$ cat src/rtl/fetch_pkg.sv
// Shared fetch-path definitions: FSM state encoding and default bus widths
// used by the fetch unit, the control unit and the PC logic.
package fetch_pkg;

  localparam int unsigned FETCH_ADDR_W   = 8;
  localparam int unsigned FETCH_DATA_W   = 16;
  localparam int unsigned FETCH_DEPTH    = 2;
  localparam int unsigned FETCH_RESET_PC = 0;

  typedef enum logic [1:0] {
    IDLE  = 2'd0,
    FETCH = 2'd1,
    HOLD  = 2'd2
  } fetch_state_e;

endpackage

$ cat src/rtl/fetch_fifo.sv
// Instruction buffer: DEPTH entries of {pc, instruction} with push, pop and
// flush. The head is kept in output registers so it holds its last value
// when the buffer drains. DEPTH must be a power of two so pointers wrap.
module fetch_fifo
  import fetch_pkg::*;
#(
  parameter int unsigned DEPTH  = FETCH_DEPTH,
  parameter int unsigned ADDR_W = FETCH_ADDR_W,
  parameter int unsigned DATA_W = FETCH_DATA_W,
  localparam int unsigned PTR_W = (DEPTH > 1) ? $clog2(DEPTH) : 1,
  localparam int unsigned CNT_W = $clog2(DEPTH + 1)
) (
  input  logic              clk,
  input  logic              rst_n,
  input  logic              push_i,
  input  logic [ADDR_W-1:0] push_pc_i,
  input  logic [DATA_W-1:0] push_data_i,
  input  logic              pop_i,
  input  logic              flush_i,
  output logic              valid_o,
  output logic              full_o,
  output logic [CNT_W-1:0]  count_o,
  output logic [ADDR_W-1:0] head_pc_o,
  output logic [DATA_W-1:0] head_data_o
);

  logic [ADDR_W-1:0] pc_mem_q   [DEPTH];
  logic [DATA_W-1:0] data_mem_q [DEPTH];
  logic [PTR_W-1:0]  rd_ptr_q, rd_ptr_d;
  logic [PTR_W-1:0]  wr_ptr_q, wr_ptr_d;
  logic [CNT_W-1:0]  count_q, count_d;
  logic              valid_q, full_q;
  logic [ADDR_W-1:0] head_pc_q, head_pc_d;
  logic [DATA_W-1:0] head_data_q, head_data_d;
  logic              do_push, do_pop;

  // Pointer/occupancy update and next head selection; flush wins over push/pop.
  always_comb begin
    rd_ptr_d    = rd_ptr_q;
    wr_ptr_d    = wr_ptr_q;
    count_d     = count_q;
    head_pc_d   = head_pc_q;
    head_data_d = head_data_q;
    do_pop      = pop_i && valid_q && !flush_i;
    do_push     = push_i && !flush_i && (!full_q || do_pop);
    if (flush_i) begin
      rd_ptr_d = '0;
      wr_ptr_d = '0;
      count_d  = '0;
    end else begin
      if (do_push) wr_ptr_d = wr_ptr_q + PTR_W'(1);
      if (do_pop)  rd_ptr_d = rd_ptr_q + PTR_W'(1);
      if (do_push && !do_pop)      count_d = count_q + CNT_W'(1);
      else if (!do_push && do_pop) count_d = count_q - CNT_W'(1);
      if (count_d != '0) begin
        if (do_push && count_d == CNT_W'(1)) begin
          head_pc_d   = push_pc_i;
          head_data_d = push_data_i;
        end else begin
          head_pc_d   = pc_mem_q[rd_ptr_d];
          head_data_d = data_mem_q[rd_ptr_d];
        end
      end
    end
  end

  // Control and head registers.
  always_ff @(posedge clk or negedge rst_n) begin
    if (!rst_n) begin
      rd_ptr_q    <= '0;
      wr_ptr_q    <= '0;
      count_q     <= '0;
      valid_q     <= 1'b0;
      full_q      <= 1'b0;
      head_pc_q   <= '0;
      head_data_q <= '0;
    end else begin
      rd_ptr_q    <= rd_ptr_d;
      wr_ptr_q    <= wr_ptr_d;
      count_q     <= count_d;
      valid_q     <= (count_d != '0);
      full_q      <= (count_d == CNT_W'(DEPTH));
      head_pc_q   <= head_pc_d;
      head_data_q <= head_data_d;
    end
  end

  // Entry storage, written at the tail on push.
  always_ff @(posedge clk or negedge rst_n) begin
    if (!rst_n) begin
      for (int unsigned i = 0; i < DEPTH; i++) begin
        pc_mem_q[i]   <= '0;
        data_mem_q[i] <= '0;
      end
    end else if (do_push) begin
      pc_mem_q[wr_ptr_q]   <= push_pc_i;
      data_mem_q[wr_ptr_q] <= push_data_i;
    end
  end

  assign valid_o     = valid_q;
  assign full_o      = full_q;
  assign count_o     = count_q;
  assign head_pc_o   = head_pc_q;
  assign head_data_o = head_data_q;

endmodule

$ cat src/rtl/fetch_unit.sv
// Instruction fetch unit: sequential fetch from instruction memory with one
// outstanding request, buffering into fetch_fifo for the decode stage.
// Optional feature macro FETCH_REDIRECT_EN adds redirect_valid/redirect_pc to
// flush the buffer and restart fetching at a new address.
module fetch_unit
  import fetch_pkg::*;
#(
  parameter int unsigned       ADDR_W   = FETCH_ADDR_W,
  parameter int unsigned       DATA_W   = FETCH_DATA_W,
  parameter int unsigned       DEPTH    = FETCH_DEPTH,
  parameter logic [ADDR_W-1:0] RESET_PC = ADDR_W'(FETCH_RESET_PC)
) (
  input  logic              clk,
  input  logic              reset,
  output logic              mem_req,
  output logic [ADDR_W-1:0] mem_addr,
  input  logic              mem_ack,
  input  logic [DATA_W-1:0] mem_rdata,
  output logic              ins_valid,
  input  logic              ins_ready,
  output logic [DATA_W-1:0] ins_data,
  output logic [ADDR_W-1:0] ins_pc
`ifdef FETCH_REDIRECT_EN
  ,
  input  logic              redirect_valid,
  input  logic [ADDR_W-1:0] redirect_pc
`endif
);

  localparam int unsigned CNT_W = $clog2(DEPTH + 1);

  fetch_state_e      state_q, state_d;
  logic [ADDR_W-1:0] pc_q, pc_d;
  logic [ADDR_W-1:0] mem_addr_q, mem_addr_d;
  logic              mem_req_q, mem_req_d;
  logic              discard_q, discard_d;
  logic              redir;
  logic [ADDR_W-1:0] redir_pc;
  logic              transfer, pop, fifo_push;
  logic              fifo_full;
  logic [CNT_W-1:0]  fifo_count;

`ifdef FETCH_REDIRECT_EN
  assign redir    = redirect_valid;
  assign redir_pc = redirect_pc;
`else
  assign redir    = 1'b0;
  assign redir_pc = '0;
`endif

  // Next state, fetch address and buffer control.
  always_comb begin
    state_d    = state_q;
    pc_d       = pc_q;
    discard_d  = discard_q;
    mem_req_d  = 1'b0;
    mem_addr_d = mem_addr_q;
    transfer   = mem_req_q && mem_ack;
    pop        = ins_valid && ins_ready && !redir;
    fifo_push  = 1'b0;

    if (transfer) begin
      if (discard_q) begin
        // Word belongs to the pre-redirect stream; pc already points at the target.
        discard_d = 1'b0;
      end else if (!redir && (!fifo_full || pop)) begin
        fifo_push = 1'b1;
        pc_d      = pc_q + ADDR_W'(1);
      end
    end

    if (redir) begin
      pc_d = redir_pc;
      if (mem_req_q && !mem_ack) discard_d = 1'b1;
    end

    case (state_q)
      IDLE:  state_d = FETCH;
      FETCH: begin
        if (!redir && fifo_push && !pop && fifo_count == CNT_W'(DEPTH - 1))
          state_d = HOLD;
      end
      HOLD:  if (redir || pop) state_d = FETCH;
      default: state_d = IDLE;
    endcase

    mem_req_d  = (state_d == FETCH);
    // Address stays frozen while a request is still waiting for its ack.
    mem_addr_d = (mem_req_q && !mem_ack) ? mem_addr_q : pc_d;
  end

  // FSM and fetch-address registers.
  always_ff @(posedge clk or negedge reset) begin
    if (!reset) begin
      state_q    <= IDLE;
      pc_q       <= RESET_PC;
      mem_addr_q <= RESET_PC;
      mem_req_q  <= 1'b0;
      discard_q  <= 1'b0;
    end else begin
      state_q    <= state_d;
      pc_q       <= pc_d;
      mem_addr_q <= mem_addr_d;
      mem_req_q  <= mem_req_d;
      discard_q  <= discard_d;
    end
  end

  fetch_fifo #(
    .DEPTH  (DEPTH),
    .ADDR_W (ADDR_W),
    .DATA_W (DATA_W)
  ) u_fifo (
    .clk         (clk),
    .rst_n       (reset),
    .push_i      (fifo_push),
    .push_pc_i   (mem_addr_q),
    .push_data_i (mem_rdata),
    .pop_i       (pop),
    .flush_i     (redir),
    .valid_o     (ins_valid),
    .full_o      (fifo_full),
    .count_o     (fifo_count),
    .head_pc_o   (ins_pc),
    .head_data_o (ins_data)
  );

  assign mem_req  = mem_req_q;
  assign mem_addr = mem_addr_q;

endmodule

$ cat config.mk
export PLATFORM = sky130hd
export DESIGN_NAME = fetch_unit
export DESIGN_NICKNAME = d
export VERILOG_FILES = /design/src/rtl/fetch_pkg.sv /design/src/rtl/fetch_fifo.sv /design/src/rtl/fetch_unit.sv
export SDC_FILE = /design/constraint.sdc
export NUM_CORES = 1
export LEC_CHECK = 0
export CAP_MARGIN = 40
export CORE_ASPECT_RATIO = 0.6
export CORE_MARGIN = 1.5
export CORE_UTILIZATION = 30
export CTS_CLUSTER_SIZE = 16
export DETAILED_ROUTE_END_ITERATION = 6
export MAX_ROUTING_LAYER = met4
export PLACE_DENSITY = 0.44
export SLEW_MARGIN = 20
export SYNTH_ARGS = -nofsm -noshare
export SYNTH_HDL_FRONTEND = slang
export SYNTH_SLANG_ARGS = --single-unit
$ cat constraint.sdc
create_clock -name clk -period 2.55 [get_ports clk]
set_input_delay 0.6375 -clock clk [delete_from_list [all_inputs] [get_ports clk]]
set_output_delay 0.6375 -clock clk [all_outputs]
set_load 0.02 [all_outputs]
# Word-level counts from Yosys, hierarchy flattened
# Cells that the tools add are included.
word_totals:
  register_bits: 97
  input_bits: 20
  out_inout_bits: 34
  word_cells: 75
classes:
  n_addsub: 5
  n_lt_le_gt_ge: 3
  eq_ne: 6
  mux: 24
  bitwise_logic: 2
  reduce_logical: 20
op_table:
  columns: ["op", "count"]
  rows:
  - ["16-bit 2-to-1 mux", 5]
  - ["8-bit 2-to-1 mux", 7]
  - ["32-bit bitwise mux", 1]
  - ["16-bit bitwise mux", 1]
  - ["16-bit demux with 1-bit select", 1]
  - ["1-bit logical AND", 11]
  - ["8-bit by 1-bit adder with 8-bit output (second input constant)", 1]
  - ["8-bit demux with 1-bit select", 1]
  - ["2-bit by 1-bit == test with 1-bit output (second input constant)", 4]
  - ["2-bit 2-to-1 mux", 4]
  - ["2-bit one-hot mux with 3 select lines", 1]
  - ["1-bit zero test", 5]
  - ["2-bit == test (second input constant)", 2]
  - ["2-bit >= comparator (second input constant)", 2]
  - ["1-bit NOT with 2-bit output", 2]
  - ["1-bit 2-to-1 mux", 3]
  - ["1-bit adder (second input constant)", 2]
  - ["2-bit by 1-bit adder with 2-bit output (second input constant)", 1]
  - ["2-bit zero test", 1]
  - ["1-bit logical OR", 2]
  - ["2-bit by 1-bit less-than comparator with 1-bit output (second input constant)", 1]
  - ["2-bit nonzero test", 1]
  - ["2-bit by 1-bit subtractor with 2-bit output (second input constant)", 1]

# Longest topological paths before layout
# Gate-level depths: netlist (run 1).
depth:
  depth_word: 12
  depth_mapped: 9
  ltp_nobuf: 7

# Hierarchy
# From an unflattened synthesis (run 1), not the netlist that was laid out.
unflattened:
  cells_unflattened: 427
  hier_area_um2: 4818.4
modules_own_cells:
  columns: ["mod", "instances", "cells_per_inst", "area_per_inst_um2", "seq_area_each_um2"]
  rows:
  - ["fetch_fifo", 1, 341, 3926.3, 1951.9]
  - ["fetch_unit", 1, 86, 892.1, 475.5]

# Least setup slack after synthesis (run 1)
# OpenSTA, ideal clock, no wires.
synth_path:
  path_type: "input -> register"
  from: "in mem_ack"
  to: "reg u_fifo.pc_mem_q[10] (netlist name)"
  setup_ns: 0.128
  t_arrival_ns: 1.798
  required_ns: 2.422
  slack_ns: 0.625
  path_stages: 6
  n_path_buf: 2
  path_cell_list: "nand2_1 a21oi_4 nor2b_1 buf_2 buf_4 mux2_1"
synth_between:
  elab_chain_len: 3
synth_lines:
  columns: ["item", "line_no", "source"]
  rows:
  - ["from (decl)", "fetch_unit.sv:17", "input logic mem_ack,"]
  - ["1-bit logical AND", "fetch_unit.sv:58", "transfer = mem_req_q && mem_ack;"]
  - ["1-bit 2-to-1 mux", "fetch_unit.sv:62", "if (transfer) begin"]
  - ["1-bit logical AND", "fetch_fifo.sv:45", "do_push = push_i && !flush_i && (!full_q || do_pop);"]
  - ["to (signal, indexed assignment)", "fetch_fifo.sv:96", "pc_mem_q[wr_ptr_q] <= push_pc_i;"]
  - ["to (decl)", "fetch_fifo.sv:27", "logic [ADDR_W-1:0] pc_mem_q [DEPTH];"]
# No other way between the ends.
# A chain may end at the register's enable or synchronous reset.

# Final worst setup path (run 1)
layout_path:
  from: "in mem_ack"
  to: "reg u_fifo.head_data_q[0], in the netlist u_fifo.head_data_o[0]"
layout_between:
  elab_chain_len: 10
  elab_cells_between_ends: 12
  classes_between: "eq/ne: 1; mux: 4; reduce/logical: 7"
layout_lines:
  columns: ["item", "line_no", "source"]
  rows:
  - ["1-bit logical AND (*)", "fetch_unit.sv:58", null]
  - ["1-bit 2-to-1 mux (*)", "fetch_unit.sv:62", null]
  - ["1-bit logical AND (*)", "fetch_fifo.sv:45", null]
  - ["1-bit zero test", "fetch_fifo.sv:54", "else if (!do_push && do_pop) count_d = count_q - CNT_W'(1);"]
  - ["1-bit logical AND", "fetch_fifo.sv:54", null]
  - ["2-bit 2-to-1 mux", "fetch_fifo.sv:54", null]
  - ["2-bit 2-to-1 mux", "fetch_fifo.sv:53", "if (do_push && !do_pop) count_d = count_q + CNT_W'(1);"]
  - ["2-bit by 1-bit == test with 1-bit output", "fetch_fifo.sv:56", "if (do_push && count_d == CNT_W'(1)) begin"]
  - ["1-bit logical AND", "fetch_fifo.sv:56", null]
  - ["16-bit 2-to-1 mux", "fetch_fifo.sv:56", null]
  - ["to (signal assigned)", "fetch_fifo.sv:84", "head_data_q <= head_data_d;"]
  - ["to (decl)", "fetch_fifo.sv:34", "logic [DATA_W-1:0] head_data_q, head_data_d;"]
# Every way passes the cells marked *; elsewhere a longest branch is shown, timed or not.

==> results of run 1 <==
-- sequential cells by signal, summed over array words and instances (netlist names) --
name                flops
state_q                 2
u_fifo.pc_mem_q        16
pc_q                    8
mem_addr                8
u_fifo.count_o          2
u_fifo.valid_o          1
u_fifo.rd_ptr_q         1
u_fifo.head_data_o     16
u_fifo.full_o           1
u_fifo.head_pc_o        8
u_fifo.data_mem_q      32
u_fifo.wr_ptr_q         1
mem_req                 1
-- report_power, final --
| part | leakage [nW] | switching, W | total, W | internal, W |
|---|---|---|---|---|
| logic | 1.07 | 0.00195 | 0.00373 | 0.00178 |
| clock network | 0.128 | 0.000585 | 0.00124 | 0.000655 |
| registers | 1.18 | 0.000486 | 0.00276 | 0.00228 |
-- per-stage QoR --
step	instances	utilization (%)
6_report	637	39.2
5_1_grt	637	39.2
4_1_cts	637	39.2
3_5_place_dp	621	37.3
3_3_place_gp	621	37.3
2_1_floorplan	381	-
-- layout make-up --
cell class | count | area, um^2
Fill cell | 1378 | 8460
Sequential cell | 97 | 2430
Multi-Input combinational cell | 253 | 1760
Timing Repair Buffer | 71 | 738
Tap cell | 192 | 240
Clock buffer | 10 | 229
Clock inverter | 6 | 35.0
Inverter | 8 | 31.3
-- cells in the final DEF, fill, tap and decap left out, types with 2 or more instances in the layout --
cell type / count
ha_1: 2
buf_4: 13
and4_1: 2
o21ai_1: 41
mux2_1: 46
o21ai_2: 3
clkinvlp_4: 2
buf_12: 6
and2_1: 3
inv_1: 6
xnor2_1: 5
nor2_1: 5
xor2_1: 4
mux2_2: 7
o221ai_1: 4
a21oi_1: 3
clkdlybuf4s50_1: 52
nand2_2: 2
clkbuf_16: 9
and3_1: 22
nand3_1: 2
nand2_1: 76
o41a_1: 2
clkinv_2: 5
mux2i_1: 5
dfrtp_1: 97
-- worst paths after layout --
kind | start | endpoint | cells after the start
min in group clk | pc_q[7]$_DFF_PN0_ | pc_q[7]$_DFF_PN0_ | 1
hold reg to reg | pc_q[7]$_DFF_PN0_ | pc_q[7]$_DFF_PN0_ | 1
setup reg to reg | u_fifo.count_o[1]$_DFF_PN0_ | u_fifo.head_data_o[0]$_DFFE_PN0P_ | 8
max in group asynchronous | reset | mem_req$_DFF_PN0_ | 2
hold / removal | reset | u_fifo.head_pc_o[1]$_DFFE_PN0P_ | 1
setup / recovery | mem_ack | u_fifo.head_data_o[0]$_DFFE_PN0P_ | 8
-- worst register-to-register path, cell delays in order, from the launching register on --
cell      delay [ps]
dfrtp_1          460
inv_1            120
ha_1             410
nor4b_2          360
a211o_2          250
clkinv_2          90
buf_12           160
o21ai_1          100
o21ai_2           60
-- layer usage --
| layer | global-route usage [%] | vias to the layer above | routed length [um] |
|---|---|---|---|
| li1 | - | 1437 | - |
| met1 | 22.4 | 1456 | 5490 |
| met2 | 21.6 | 57 | 4270 |
| met3 | 3.87 | 12 | 431 |
| met4 | 3.74 | 0 | 104 |
| met5 | - | - | 0 |
-- kinds of logic after synthesis --
group,share of synthesized area [%]
fa+ha+maj,0.575
compound gates,9.51
flops,55.8
xor+xnor,2.44
simple gates,12.6
buf+inv,3.91
mux,15.2
==> run summary, run 1 <==
Core Region - 13,900 um^2
Type of origin of the critical path - input pin
Clk sinks - 97
Die area - 15,300 um^2
Share of layout cells above drive strength 1 - 12.8%
Cell area power density - 1420 nW/um^2
CTS max path bufs - 2
RSZ-0062 raised after global routing - false
#FFs+latches synth - 97
Post-synth top cells - dfrtp_1 (97), nand2_1 (76), mux2_1 (46)
Die span in y - 96.3 um
Cell count after synthesis - 381
Crit path cell chain - clkdlybuf4s50_1, and2_1, mux2i_2, a211o_2, clkinv_2, buf_12, o21ai_1, o21ai_2
GRT Total Usage - 15.5%
Post-synthesis cell type count - 46
Post-Synthesis Cell Area - 4350 um^2
Post-synth ARST share - 100%
TritonCTS clock tree - done
Critical Path Fanout Max - 21
Antenna diode count - 0
Max_cap viols - 0
Vias in the first global route - 3,030
HPWL Detailed - 6.74 mm
Most area-consuming cells after synthesis - dfrtp_1 (56%), mux2_1 (12%), nand2_1 (6.6%)
Vias per cell - 4.65
Io pins - 54
Fin crit share - 83.9%
Initial DRC count - 126
Worst-Skew Late Latency - 340 ps
IO Port Bufs - 53
Synthesized Nets - 403
Cts hold-fix bufs - 0
Slew Limit Fails - 0
Least-Margin Pin Slew - 487 ps
Gp weighted congestion - 0.777
Htree depth - 3
HP Class - in -> async
Mapped Avg Cell Area - 11.4 um^2
Final Cell Area - 5460 um^2
DP Worst Slack - 43.0 ps
Leakage - 2.38 nW
Top FF cell, synth - dfrtp_1
First-pass GRT wire length - 16.9 mm
Ys Warns - 0
Initial Util - 31.3%
Worst hold margin - 249 ps
Final setup viols - 0
Final wirelength - 10.3 mm
Crit Path Category - in -> reg
Tot Pwr - 0.00774 W
FP Rows - 33
Outcome - finished clean
Most frequent cell after synthesis - dfrtp_1
Critical path data arrival time - 2380 ps
Data required, critical path - 2790 ps
Via Count - 2,962
Seq/Total Area, Yosys - 55.8%
Number of synthesized flops with an enable pin - 0
Max Fclk - 467 MHz
Crit-path leading delay family - buffers and inverters
Root Driver - clkbuf_16
Placed cell area - 5190 um^2
Nets - 462
Post-CTS sizing - 0
Wire per inst - 16.2 um
Die width - 159 um
Max Clock Skew - 5.21 ps
Worst slew margin - 67.5%
Slowest CP cell - clkdlybuf4s50_1
CP max stage delay - 490 ps
Minimum clock period - 2140 ps
Worst VDD drop - 0.000516 V
Post-DRT Antenna Nets - 0
Pin count of the biggest net entering global routing - 47
CP Capture Type - register
Setup repair bufs after CTS - 0
Total iterations of the first detailed-routing run - 4
Layout area overhead - 25.4%
Top cell type's share of synthesized area - 55.8%
Crit path buffers/inverters - 3
Sum Neg Setup Slack - 0 ps
Clock slew at reported path FFs - 70 ps
Final WS setup - 410 ps
Reg2Reg Setup Slack - 410 ps
Remaining DRCs - 0
Initial antenna violation count - 0
Num CTS Buffers - 9
Final hold vios - 0
GRT overflow - 0
Area leader, netlist - dfrtp_1
(Power assumes the default switching activity.)
==> run 2: changes to the inputs <==
==> constraint.sdc (replaced) <==
create_clock -name clk -period 2.1 [get_ports clk]
set_input_delay 0.525 -clock clk [delete_from_list [all_inputs] [get_ports clk]]
set_output_delay 0.525 -clock clk [all_outputs]
set_load 0.02 [all_outputs]
==> run 2 against run 1 <==
Final cell count rose by 2.2%; critical path depth fell by 1; final area rose by 3.7%; hold slack got worse by 170 ps; critical endpoint is now mem_addr[6]$_DFFE_PN0N_; power rose by 29%.
==> run summary, run 2 (synthesis results as in run 1) <==
Clock slew at reported path FFs - 70 ps
Critical Path Fanout Max - 4
Final WS setup - 78.1 ps
Minimum clock period - 2020 ps
Least-Margin Pin Slew - 383 ps
Die span in y - 96.3 um
Cts hold-fix bufs - 0
Initial antenna violation count - 0
Final Cell Area - 5660 um^2
HPWL Detailed - 6.88 mm
Core Region - 13,900 um^2
Final wirelength - 10.3 mm
First-pass GRT wire length - 16.8 mm
DP Worst Slack - -297 ps
Die area - 15,300 um^2
Reg2Reg Setup Slack - 200 ps
CP Capture Type - register
GRT overflow - 0
Global route hottest layer - met2
Commonest cells after routing, fill and taps aside - dfrtp_1 (97), nand2_1 (76), clkdlybuf4s50_1 (52)
Fillers - 1,361
Tot Pwr - 0.00996 W
Grt met1 use - 21.4%
Root Driver - clkbuf_16
Vias per cell - 4.66
Initial Util - 31.3%
Final hold vios - 0
GRT Total Usage - 15.3%
Pin count of the biggest net entering global routing - 58
Num CTS Buffers - 9
Max Clock Skew - 7.88 ps
Post-Place Cells - 635
Most common cell after layout, fill and taps aside - dfrtp_1
Leakage - 2.49 nW
Worst VDD drop - 0.000531 V
Cell area power density - 1760 nW/um^2
Met2 capacity usage during global routing - 22.3%
Max Fclk - 495 MHz
Wire per inst - 15.9 um
Total iterations of the first detailed-routing run - 4
TritonCTS clock tree - done
Antenna diode count - 0
Nets - 476
Critical path data arrival time - 2250 ps
Gp weighted congestion - 0.716
Clk sinks - 97
Footprint of the multi-input gates - 1760 um^2
Placed cell area - 5330 um^2
IO Port Bufs - 53
Register name with the most flops - u_fifo.data_mem_q
Worst slew margin - 74.4%
Htree depth - 3
RSZ-0062 raised after global routing - false
Sum Neg Setup Slack - 0 ps
Io pins - 54
Die width - 159 um
Outcome - finished clean
Type of origin of the critical path - input pin
Layout area overhead - 30.1%
Share of layout cells above drive strength 1 - 15.9%
Data required, critical path - 2330 ps
Via Count - 3,034
M3 GR Usage - 3.78%
Remaining DRCs - 0
FP Rows - 33
Slew Limit Fails - 0
Worst-Skew Late Latency - 340 ps
CTS max path bufs - 2
Post-DRT Antenna Nets - 0
Area taken by flip-flops and latches - 2430 um^2
Crit Path Category - in -> reg
Largest register FFs - 32
Max_cap viols - 0
Initial DRC count - 113
Fin cells - 651
Final setup viols - 0
HP Class - in -> async
Fin crit share - 96.3%
Vias in the first global route - 3,040
[run 2: worst max-delay path, cell delays in order]
cell,delay [ps]
clkdlybuf4s50_1,500
nand2_1,140
buf_4,180
a211oi_2,280
and4_1,270
xor2_1,90
mux2_2,270
[run 2: cell type report]
cell class              count  share of cell area, %
clock buffers              10                   4.22
clock inverters             6                   1.59
inverters                   8                  0.597
multi-input cells         253                   31.1
flip-flops and latches     97                   42.9
well taps                 192                   4.24
repair buffers             85                   15.4
[run 2: report_power, final]
group          switching, W  internal, W
Sequential         0.000540      0.00276
Combinational       0.00248      0.00236
Clock              0.000737      0.00108
Total               0.00375      0.00621
[run 2: per-stage QoR]
stage / util, % / hold slack (ps)
after floorplan: - / 229
after global placement: 38.3 / 456
after detailed placement: 38.3 / 455
after CTS: 40.6 / 86.1
after global routing: 40.7 / 90.9
final: 40.7 / 81.7
[run 2: what timing repair did]
action / 4_1_cts / 5_1_grt
endpoints found under the setup margin: 0 / 24
setup buffers: 0 / 0
gates resized for setup: 0 / 5
[run 2: per-layer routing]
layer	vias to the layer above	share of wire [%]	wire, um
met4	0	0.66	68
met5	-	0	0
met2	53	43	4470
li1	1459	-	-
met3	5	3.3	343
met1	1517	53	5460
[run 2: worst paths after layout]
path                       cells past startpoint                           endpoint                         from
min in group clk                               1                  pc_q[7]$_DFF_PN0_            pc_q[7]$_DFF_PN0_
max reg2reg                                    8  u_fifo.head_data_o[0]$_DFFE_PN0P_  u_fifo.count_o[1]$_DFF_PN0_
min reg2reg                                    1                  pc_q[7]$_DFF_PN0_            pc_q[7]$_DFF_PN0_
max                                            7            mem_addr[6]$_DFFE_PN0N_                      mem_ack
min                                            1    u_fifo.pc_mem_q[10]$_DFFE_PN0P_                        reset
max in group asynchronous                      2     u_fifo.pc_mem_q[7]$_DFFE_PN0P_                        reset
